### src/rtl/fetch_stage_if.sv
// Instruction-memory request/response bus between the fetch stage (master)
// and instruction memory (slave); one request in flight, completed on req && ready.
interface fetch_stage_if #(
    parameter int PC_W = 32
);
    logic            imem_req;
    logic [PC_W-1:0] imem_addr;
    logic            imem_ready;
    logic [31:0]     imem_rdata;

    modport master (
        output imem_req,
        output imem_addr,
        input  imem_ready,
        input  imem_rdata
    );

    modport slave (
        input  imem_req,
        input  imem_addr,
        output imem_ready,
        output imem_rdata
    );
endinterface

### src/rtl/fetch_stage.sv
// IF stage: owns the PC, fetches over the imem handshake, registers the IF/ID slot.
// Optional FETCH_STATS_EN adds Fetch_Cnt / Bubble_Cnt delivery counters.
//
// state | meaning
// IDLE  | first cycle after reset release, no request
// REQ   | request outstanding at imem_addr
// HOLD  | response parked in skid buffer while ID is frozen, no request
module fetch_stage #(
    parameter int              PC_W      = 32,
    parameter logic [PC_W-1:0] RESET_PC  = '0,
    parameter logic [31:0]     NOP_INSTR = '0
) (
    input  logic            CLK,
    input  logic            RST,
    input  logic            Freeze,
    input  logic            Branch_Taken,
    input  logic [PC_W-1:0] Branch_Addr,
    fetch_stage_if.master   imem,
    output logic [PC_W-1:0] PC_Out,
    output logic [31:0]     Instruction_Out,
`ifdef FETCH_STATS_EN
    output logic [31:0]     Fetch_Cnt,
    output logic [31:0]     Bubble_Cnt,
`endif
    output logic            Valid_Out
);

    typedef enum logic [1:0] {IDLE, REQ, HOLD} state_t;

    state_t          state_q, state_d;
    logic [PC_W-1:0] pc_q;
    logic            kill_q;
    logic [PC_W-1:0] kill_addr_q;
    logic [PC_W-1:0] skid_pc_q;
    logic [31:0]     skid_instr_q;

    logic [PC_W-1:0] pc_plus4;
    logic [PC_W-1:0] branch_tgt;
    logic            accept;
    logic            live_accept;
    logic            load_fetch;
    logic            load_skid_out;
    logic            load_bubble;
    logic            set_kill;

    assign pc_plus4    = pc_q + PC_W'(4);
    assign branch_tgt  = Branch_Addr & ~PC_W'(3);
    assign accept      = imem.imem_req && imem.imem_ready;
    // a response counts only if it belongs to the current PC and no redirect lands now
    assign live_accept = accept && !kill_q && !Branch_Taken;
    assign set_kill    = Branch_Taken && imem.imem_req && !imem.imem_ready;

    assign load_fetch    = (state_q == REQ) && live_accept && !Freeze;
    assign load_skid_out = (state_q == HOLD) && !Branch_Taken && !Freeze;
    assign load_bubble   = Branch_Taken || ((state_q == REQ) && !Freeze && !live_accept);

    always_ff @(posedge CLK or negedge RST) begin
        if (!RST) begin
            state_q <= IDLE;
        end else begin
            state_q <= state_d;
        end
    end

    always_comb begin
        state_d = state_q;
        case (state_q)
            IDLE: state_d = REQ;
            REQ: begin
                if (live_accept && Freeze) begin
                    state_d = HOLD;
                end
            end
            HOLD: begin
                if (Branch_Taken || !Freeze) begin
                    state_d = REQ;
                end
            end
            default: state_d = IDLE;
        endcase
    end

    // a killed request keeps presenting its original address until accepted
    always_comb begin
        imem.imem_req  = (state_q == REQ);
        imem.imem_addr = kill_q ? kill_addr_q : pc_q;
    end

    always_ff @(posedge CLK or negedge RST) begin
        if (!RST) begin
            pc_q         <= RESET_PC;
            kill_q       <= 1'b0;
            kill_addr_q  <= '0;
            skid_pc_q    <= '0;
            skid_instr_q <= '0;
        end else begin
            if (Branch_Taken) begin
                pc_q <= branch_tgt;
            end else if (live_accept) begin
                pc_q <= pc_plus4;
            end

            if (set_kill) begin
                kill_q <= 1'b1;
                if (!kill_q) begin
                    kill_addr_q <= pc_q;
                end
            end else if (accept) begin
                kill_q <= 1'b0;
            end

            if ((state_q == REQ) && live_accept && Freeze) begin
                skid_pc_q    <= pc_plus4;
                skid_instr_q <= imem.imem_rdata;
            end
        end
    end

    always_ff @(posedge CLK or negedge RST) begin
        if (!RST) begin
            PC_Out          <= '0;
            Instruction_Out <= NOP_INSTR;
            Valid_Out       <= 1'b0;
        end else if (load_fetch) begin
            PC_Out          <= pc_plus4;
            Instruction_Out <= imem.imem_rdata;
            Valid_Out       <= 1'b1;
        end else if (load_skid_out) begin
            PC_Out          <= skid_pc_q;
            Instruction_Out <= skid_instr_q;
            Valid_Out       <= 1'b1;
        end else if (load_bubble) begin
            Instruction_Out <= NOP_INSTR;
            Valid_Out       <= 1'b0;
        end
    end

`ifdef FETCH_STATS_EN
    always_ff @(posedge CLK or negedge RST) begin
        if (!RST) begin
            Fetch_Cnt  <= '0;
            Bubble_Cnt <= '0;
        end else begin
            if (load_fetch || load_skid_out) begin
                Fetch_Cnt <= Fetch_Cnt + 32'd1;
            end
            if (load_bubble && !Freeze) begin
                Bubble_Cnt <= Bubble_Cnt + 32'd1;
            end
        end
    end
`endif

endmodule

### src/flat_wrapper.sv
// flat-port wrapper written by rule: the top's interface ports become plain ports
module fetch_stage_flat 
#(
    parameter int              PC_W      = 32,
    parameter logic [PC_W-1:0] RESET_PC  = '0,
    parameter logic [31:0]     NOP_INSTR = '0
)
  (CLK, RST, Freeze, Branch_Taken, Branch_Addr, PC_Out, Instruction_Out, Valid_Out, imem_imem_req, imem_imem_addr, imem_imem_ready, imem_imem_rdata);
  fetch_stage_if #(.PC_W(PC_W)) imem_i ();
  input  logic CLK;
  input  logic RST;
  input  logic Freeze;
  input  logic Branch_Taken;
  input  logic [PC_W-1:0] Branch_Addr;
  output logic [PC_W-1:0] PC_Out;
  output logic [31:0] Instruction_Out;
  output logic Valid_Out;
  output wire logic [$bits(imem_i.imem_req)-1:0] imem_imem_req;
  output wire logic [$bits(imem_i.imem_addr)-1:0] imem_imem_addr;
  input wire logic [$bits(imem_i.imem_ready)-1:0] imem_imem_ready;
  input wire logic [$bits(imem_i.imem_rdata)-1:0] imem_imem_rdata;
  assign imem_imem_req = imem_i.imem_req;
  assign imem_imem_addr = imem_i.imem_addr;
  assign imem_i.imem_ready = imem_imem_ready;
  assign imem_i.imem_rdata = imem_imem_rdata;
  fetch_stage #(.PC_W(PC_W), .RESET_PC(RESET_PC), .NOP_INSTR(NOP_INSTR)) u_core (.CLK(CLK), .RST(RST), .Freeze(Freeze), .Branch_Taken(Branch_Taken), .Branch_Addr(Branch_Addr), .imem(imem_i), .PC_Out(PC_Out), .Instruction_Out(Instruction_Out), .Valid_Out(Valid_Out));
endmodule
### config.mk
export PLATFORM = sky130hd
export DESIGN_NAME = fetch_stage_flat
export DESIGN_NICKNAME = d
export VERILOG_FILES = /design/src/rtl/fetch_stage_if.sv /design/src/rtl/fetch_stage.sv /design/src/flat_wrapper.sv
export SDC_FILE = /design/constraint.sdc
export NUM_CORES = 1
export LEC_CHECK = 0
export CORE_MARGIN = 10
export CORE_UTILIZATION = 35
export DETAILED_ROUTE_END_ITERATION = 7
export PLACE_DENSITY = 0.59
export SLEW_MARGIN = 0
export SYNTH_ARGS = -nofsm -noshare
export SYNTH_HDL_FRONTEND = slang
export SYNTH_SLANG_ARGS = --single-unit
### constraint.sdc
create_clock -name CLK -period 5.15 [get_ports CLK]
set_clock_uncertainty 0.2 [all_clocks]
set_input_delay 1.03 -clock CLK [delete_from_list [all_inputs] [get_ports CLK]]
set_output_delay 1.03 -clock CLK [all_outputs]
set_load 0.1 [all_outputs]
Word-level counts from Yosys, hierarchy flattened

Cells that the tools add are included.

Register bits after elaboration: 196
Input bits: 69
Logic and storage cells: 56
Output and inout port bits: 98

Eq/ne operators: 4
Reduce and logical (&&, ||, !) cells: 26
Add/sub/neg operators: 1
Mux-type cells: 16

Operators with widths:

| kind                    | count |
|---|---|
| $mux W32                | 8 |
| $add A32 B3 Y32 const B | 1 |
| $logic_and A1 B1 Y1     | 13 |
| $pmux W2 S3             | 1 |
| $reduce_bool A2 Y1      | 3 |
| $logic_not A1 Y1        | 5 |
| $mux W1                 | 5 |
| $mux W2                 | 2 |
| $ne A2 B2 Y1 const B    | 2 |
| $reduce_bool A3 Y1      | 1 |
| $eq A2 B1 Y1 const B    | 1 |
| $eq A2 B2 Y1 const B    | 1 |
| $logic_not A2 Y1        | 1 |
| $logic_or A1 B1 Y1      | 2 |
| $reduce_and A2 Y1       | 1 |

Longest topological paths before layout

Gate-level depths: netlist of the first run.

Word-level depth: 10
Gate-level depth with buffers: 8
Mapped depth without buffers: 6

Worst setup path before layout of the first run

Ideal clock, no wire load.

Path type: register -> output
Start: register u_core.kill_q
End: output imem_imem_addr[11]
Required time: 3.920 ns
Path buffers: 2
Path slack: 0.869 ns
Stages on the path, launching flop included: 4
Arrival time: 3.051 ns
Cell sequence: dfrtp_1 > buf_1 > clkbuf_1 > o21ai_0

Longest elaborated chain between the ends: 1

RTL lines:

| what                     | line               | source |
|---|---|---|
| start: declaration       | fetch_stage.sv:32  | `logic kill_q;` |
| start signal: assignment | fetch_stage.sv:92  | `kill_q <= 1'b0;` |
| start signal: assignment | fetch_stage.sv:104 | `kill_q <= 1'b1;` |
| start signal: assignment | fetch_stage.sv:109 | `kill_q <= 1'b0;` |
| $mux W32                 | fetch_stage.sv:86  | `imem.imem_addr = kill_q ? kill_addr_q : pc_q;` |
| end: declaration         | flat_wrapper.sv:19 | `output wire logic [$bits(imem_i.imem_addr)-1:0] imem_imem_addr;` |

Every way passes these cells.

Worst setup path after layout of the first run

Start: register u_core.kill_q
End: output imem_imem_addr[0]

Same word-level chain as after synthesis.

==> metrics.md, run 1 <==
| Metric | Value |
|---|---|
| Status | complete, no violations |
| Core Box Area | 0.02446 mm² |
| CP endpoint kind | primary output |
| First-iteration detailed-routing DRC count | 742 |
| Setup WS post-layout | 1.246 ns |
| Dpl ws | 1.573 ns |
| Fin crit period | 3.904 ns |
| Clock buffer count from CTS | 17 |
| Slowest-stage cell, CP | clkdlybuf4s50_1 |
| DRC Markers | 0 |
| Routed WL per cell | 18.84 µm |
| CP required | 3.92 ns |
| Synth Area in Compound Gates | 12.51% |
| Tot GR Track Use | 14.79% |
| Deepest clock path buffer count | 2 |
| Pre-Repair DR Iteration Count | 7 |
| Post-CTS sizing | 0 |
| Vias in the first global route | 6325 |
| WP data arrival | 2.67 ns |
| IO Pins | 167 |
| # hold bufs at CTS | 0 |
| EDFF count, synth | 0 |
| Fmax | 256.1 MHz |
| Largest family of logic cells by synthesized area | compound AO/OA/AOI/OAI gates |
| Post-DP HPWL | 16220 µm |
| Row Count | 57 |
| Post-Synth Simple-Gate Area | 10.32% |
| Final Cycle Share | 75.81% |
| Final hold viol count | 0 |
| Area Overhead vs Synth | 27.17% |
| Yosys warns | 0 |
| Most frequent cells in the layout | dfrtp_1 (190), clkdlybuf4s50_1 (130), mux2_2 (85), nand2_1 (53), o21ai_0 (50) |
| Setup Buffers After CTS | 0 |
| FFs w/ async S/R, synth | 100.0% |
| Worst slew pin tran | 1.156 ns |
| Yosys reg bits | 190 |
| Die H | 178.1 µm |
| Max transition margin | 22.22% |
| Vias | 6441 |
| Worst vdd ir | 0.0003062 V |
| Top cells by area, synth | dfrtp_1 (54%), mux2_2 (11%), a222oi_1 (3.7%) |
| Die ar. | 0.03174 mm² |
| Min-Delay Path Class | reg2reg |
| Setup tns final | 0 ns |
| Adder-cell share of the synthesized area | 0.1429% |
| Setup-failing EPs final | 0 |
| Worst-path clk slew | 0.08 ns |
| Grt total ovfl | 0 |
| CTS tree | yes |
| First-pass GRT wire length | 36990 µm |
| GPL Wtd Cong | 0.8550 |
| ANT cells | 0 |
| Primary FF master, synth | dfrtp_1 |
| Cell Area, Synth | 0.008753 mm² |
| Htree depth | 4 |
| Syn Area/Cell | 11.15 µm² |
| Register area share after synthesis | 54.32% |
| Setup CP Type | reg2out |
| Layout fillers | 2279 |
| Yosys top cell by area | dfrtp_1 |
| Max-cap violation count | 0 |
| Leakage power | 4.744 nW |
| WL final | 23590 µm |
| Critical path, cell by cell | and2_1, clkdlybuf4s50_1 |
| Largest net degree at the start of global routing | 91 |
| Cells after Synth | 785 |
| ANT nets after route | 0 |
| Share of cells above drive strength 1 | 18.75% |
| Mux contribution to synthesized area | 12.05% |
| Die Wd | 178.1 µm |
| Nets@finish | 985 |
| Vias per cell | 5.145 |
| Worst-path maximum fanout | 22 |
| Critical Path Start Type | register |
| Synth unique cells | 50 |
| Max incr delay on CP | 1.15 ns |
| RSZ-0062 raised after global routing | no |
| Clock latency on the worst-skew pair | 0.44 ns |
| Synth top area share | 54.32% |
| Power Density | 518.5 mW/mm² |
| Clock sink count | 190 |
| Commonest non-fill, non-tap cell in the layout | dfrtp_1 |
| Initial Util | 35.78% |
| Post-synthesis xor/xnor area fraction | 5.703% |
| Initial antenna violation count | 0 |
| CTS root buf | clkbuf_16 |
| I/O Buffers | 162 |
| Slew Viols, Final | 0 |
layer usage:
layer,vias to the layer above,GRT usage [%],share of wire [%],wire length (µm)
met5,-,0,0,0
met4,0,4.654,1.4,340
met3,24,3.869,8.7,2051
met2,232,21.45,43,10180
met1,3122,21.00,47,11020
li1,3063,-,-,-
area by class of cell:
cell class	count	area [µm²]	share of cell area [%]
clock inverter	13	132.6	1.191
timing repair buffer	175	1668	14.98
clock buffer	19	432.9	3.889
tap	324	405.4	3.642
inverter	38	142.6	1.281
sequential	190	4755	42.71
multi-input combinational	493	3596	32.30
kinds of logic (layout without fill, tap and decap cells):
family                     Yosys count  after routing
xor gates and xnor gates            57             57
other                                1              2
adders and majority gates            1              1
and+or+nand+nor                    177            177
AOI/OAI and AO/OA                  162            162
buffers and inverters              103            245
DFF                                190            190
muxes                               94             94
state kept, by name (all words and copies together), names as in the netlist:
signal                  count
u_core.skid_instr_q        32
u_core.PC_Out              30
u_core.skid_pc_q           30
u_core.state_q              2
u_core.kill_addr_q         32
u_core.kill_q               1
u_core.pc_q                30
u_core.Instruction_Out     32
u_core.Valid_Out            1
power by group:
part | leakage, nW | switching (W) | internal [W]
registers | 2.35 | 0.000260 | 0.00189
clock network | 0.262 | 0.000618 | 0.000680
logic | 2.13 | 0.00167 | 0.000654
total | 4.74 | 0.00254 | 0.00323
synthesized netlist by cell type (23+ instances only):
library cell and n:
a21oi_1 35, o21ai_0 50, nand2_1 53, nor2_1 46, dfrtp_1 190, a22oi_1 23
clkbuf_1 40, xnor2_1 32, xor2_1 25, a222oi_1 32, mux2_2 85, inv_1 37
through the flow:
step	total power [W]	instances	hold WS, ns	area, µm²	utilization [%]
5_1_grt	0.006035	1252	0.3020	11130	45.51
2_1_floorplan	0.003931	786	0.2499	8757	-
3_3_place_gp	0.004493	1220	0.2562	10570	43.19
3_5_place_dp	0.004529	1220	0.2673	10570	43.19
6_report	0.005771	1252	0.2824	11130	45.51
4_1_cts	0.005837	1252	0.2830	11130	45.51
worst max-delay path, delay by kind of cell, from the launching register on:
kind	cells	cell delay (ns)
buf+inv	1	1.15
flops	1	0.86
simple gates	1	0.23
worst paths after layout:
kind,start,to,slack [ns],cells after the start
worst max-delay path,u_core.kill_q,imem_imem_addr[0],1.25,2
worst min-delay path,u_core.skid_instr_q[0],u_core.Instruction_Out[0],0.28,2
worst max register to register,u_core.pc_q[2],u_core.PC_Out[22],2.27,6
worst min register to register,u_core.skid_instr_q[0],u_core.Instruction_Out[0],0.28,2
max in group asynchronous,RST,u_core.skid_instr_q[10],3.39,2
min in group asynchronous,RST,u_core.Instruction_Out[1],0.42,1
Note: power is estimated with default switching activity, not from simulation.
==> run 2: changes to the inputs <==
--- a/config.mk
+++ b/config.mk
@@ -8,7 +8,7 @@
 export CORE_MARGIN = 10
 export CORE_UTILIZATION = 35
 export DETAILED_ROUTE_END_ITERATION = 7
-export PLACE_DENSITY = 0.59
+export PLACE_DENSITY = 0.61
 export SLEW_MARGIN = 0
 export SYNTH_ARGS = -nofsm -noshare
 export SYNTH_HDL_FRONTEND = slang
==> constraint.sdc (replaced) <==
create_clock -name CLK -period 3.53 [get_ports CLK]
set_clock_uncertainty 0.2 [all_clocks]
set_input_delay 0.706 -clock CLK [delete_from_list [all_inputs] [get_ports CLK]]
set_output_delay 0.706 -clock CLK [all_outputs]
set_load 0.1 [all_outputs]
==> run 2 against run 1 <==
Net effect:
- register-to-register slack got worse by 1.3 ns
- worst hold slack got worse by 0.27 ns
- wire length about the same
- cell count increased by 0.32%
- combinational power increased by 59%
- via count increased by 1.0%
- utilization increased by 1.5 points
- cell area increased by 3.2%
- non-clock buffer count increased by 5
- first-iteration DRC count decreased by 9.8%
- setup slack got worse by 0.52 ns
- highest routed layer unchanged
==> metrics.md, run 2 (synthesis results as in run 1) <==
| Metric | Value |
|---|---|
| Status | complete, no violations (unchanged) |
| Commonest non-fill, non-tap cell in the layout | dfrtp_1 (unchanged) |
| Deepest clock path buffer count | 2 (unchanged) |
| CTS root buf | clkbuf_16 (unchanged) |
| Biggest regs | u_core.Instruction_Out (32), u_core.kill_addr_q (32), u_core.skid_instr_q (32) (unchanged) |
| Layout fillers | 2292 (was 2279) |
| WP data arrival | 1.90 ns (was 2.67 ns) |
| Grt total ovfl | 0 (unchanged) |
| Power Density | 773.8 mW/mm² (was 518.5 mW/mm²) |
| Max transition margin | 45.09% (was 22.22%) |
| Clock latency on the worst-skew pair | 0.42 ns (was 0.44 ns) |
| Fmax | 356.1 MHz |
| R2R Path Start | u_core.pc_q[17] (was u_core.pc_q[2]) |
| Area Overhead vs Synth | 31.23% (was 27.17%) |
| Flop2flop setup slack | 0.99 ns (was 2.27 ns) |
| First-iteration detailed-routing DRC count | 669 (was 742) |
| I/O Buffers | 162 (unchanged) |
| Initial Util | 35.78% (unchanged) |
| Placed Area | 0.01085 mm² (was 0.01057 mm²) |
| Final Cycle Share | 79.55% |
| Largest net degree at the start of global routing | 91 (unchanged) |
| Die ar. | 0.03174 mm² (unchanged) |
| # hold bufs at CTS | 0 (unchanged) |
| Clock buffer count from CTS | 17 (unchanged) |
| CP endpoint kind | primary output (unchanged) |
| Post-CTS sizing | 0 (unchanged) |
| Most frequent cells in the layout | dfrtp_1 (190), mux2_2 (85), buf_4 (79), clkdlybuf4s50_1 (64), nand2_1 (53) (was dfrtp_1 (190), clkdlybuf4s50_1 (130), mux2_2 (85), nand2_1 (53), o21ai_0 (50)) |
| Share of cells above drive strength 1 | 26.29% (was 18.75%) |
| Vias in the first global route | 6489 (was 6325) |
| Htree depth | 4 (unchanged) |
| Cell area after layout | 0.01149 mm² (was 0.01113 mm²) |
| Setup CP Type | reg2out (unchanged) |
| Pre-Repair DR Iteration Count | 8 (was 7) |
| Worst vdd ir | 0.0004723 V (was 0.0003062 V) |
| Clock sink count | 190 (unchanged) |
| ANT cells | 0 (unchanged) |
| Setup-failing EPs final | 0 (unchanged) |
| Leakage power | 5.061 nW (was 4.744 nW) |
| IO Pins | 167 (unchanged) |
| Worst-path clk slew | 0.07 ns (was 0.08 ns) |
| CP endpoint | imem_imem_addr[19] (was imem_imem_addr[0]) |
| Post-DP HPWL | 16100 µm (was 16220 µm) |
| Die H | 178.1 µm (unchanged) |
| Setup Buffers After CTS | 0 (unchanged) |
| WL final | 23610 µm (was 23590 µm) |
| Worst slew pin tran | 0.8162 ns (was 1.156 ns) |
| DRC Markers | 0 (unchanged) |
| RSZ-0062 raised after global routing | no (unchanged) |
| Row Count | 57 (unchanged) |
| Die Wd | 178.1 µm (unchanged) |
| Core Box Area | 0.02446 mm² (unchanged) |
| Hold slack final | 0.01724 ns (was 0.2824 ns) |
| ANT nets after route | 0 (unchanged) |
| Critical Path Start Type | register (unchanged) |
| CP required | 2.62 ns (was 3.92 ns) |
| Overall power | 0.008888 W (was 0.005771 W) |
| First-pass GRT wire length | 37570 µm (was 36990 µm) |
| Routed WL per cell | 18.79 µm (was 18.84 µm) |
| Vias per cell | 5.180 (was 5.145) |
| Vias | 6506 (was 6441) |
| GPL Wtd Cong | 0.8257 (was 0.8550) |
| Initial antenna violation count | 0 (unchanged) |
| Nets@finish | 990 (was 985) |
| Origin of the worst setup path | u_core.kill_q (unchanged) |
| Fin crit period | 2.808 ns |
| Setup tns final | 0 ns (unchanged) |
| Final hold viol count | 0 (unchanged) |
| Tot GR Track Use | 14.92% (was 14.79%) |
| CTS tree | yes (unchanged) |
| Slew Viols, Final | 0 (unchanged) |
| # placed instances | 1225 (was 1220) |
| Max-cap violation count | 0 (unchanged) |
| Worst-path maximum fanout | 38 (was 22) |
| Min-Delay Path Class | in2async (was reg2reg) |
| Final Non-Filler Cells | 1256 (was 1252) |
| Worst R2R End | u_core.PC_Out[31] (was u_core.PC_Out[22]) |
| Worst reg-to-reg path cell count | 5 (was 6) |
run 2: cell types whose count changed in the layout (fill, tap and decap cells not counted), sizes merged:
cell / previous run / this run
clkinvlp: 5 / 1
clkinv: 2 / 3
buf: 44 / 115
clkdlybuf4s50: 130 / 64
bufinv: 1 / 4
clkbuf: 20 / 21
inv: 43 / 41
run 2: area by class of cell:
type,count,area [µm²],area share [%]
clock buffers,20,456.7,3.976
clock inverters,11,178.9,1.558
repair buffers,180,1953,17.00
well taps,324,405.4,3.529
inverters,38,142.6,1.242
multi-input cells,493,3596,31.30
flip-flops and latches,190,4755,41.39
run 2: worst min-delay path by stage:
stage | start | slack (ns) | end
after global placement | u_core.skid_instr_q[1] | 0.26 | u_core.Instruction_Out[1]
final | RST | 0.02 | u_core.skid_instr_q[3]
after detailed placement | u_core.skid_instr_q[25] | 0.27 | u_core.Instruction_Out[25]
after floorplan | RST | 0.21 | u_core.Instruction_Out[0]
after global routing | RST | 0.02 | u_core.Instruction_Out[1]
after CTS | RST | 0.02 | u_core.Instruction_Out[3]
run 2: worst max-delay path: stages (launching register included):
cell	delay, ns
dfrtp_1	0.39
buf_4	0.45
mux2_2	0.45
buf_12	0.18
run 2: report_power, final:
group / leakage [nW] / total (W) / internal [W] / switching, W
sequential: 2.35 / 0.00313 / 0.00276 / 0.000370
combinational: 2.40 / 0.00368 / 0.00117 / 0.00251
clock: 0.309 / 0.00207 / 0.00123 / 0.000841
run 2: through the flow:
stage / setup WS [ns] / utilization [%]
final: 0.7217 / 46.96
after global routing: 0.6205 / 46.96
after CTS: 0.6879 / 46.96
after detailed placement: 0.4087 / 44.36
after global placement: 0.4221 / 44.36
after floorplan: -0.3634 / -
run 2: routing by layer:
| layer | wire length (µm) | track usage [%] | vias to the layer above |
|---|---|---|---|
| met3 | 2133 | 4.926 | 12 |
| met4 | 238 | 3.126 | 0 |
| met1 | 10680 | 20.59 | 3215 |
| met2 | 10550 | 22.32 | 205 |
| met5 | 0 | 0 | - |
| li1 | - | - | 3074 |
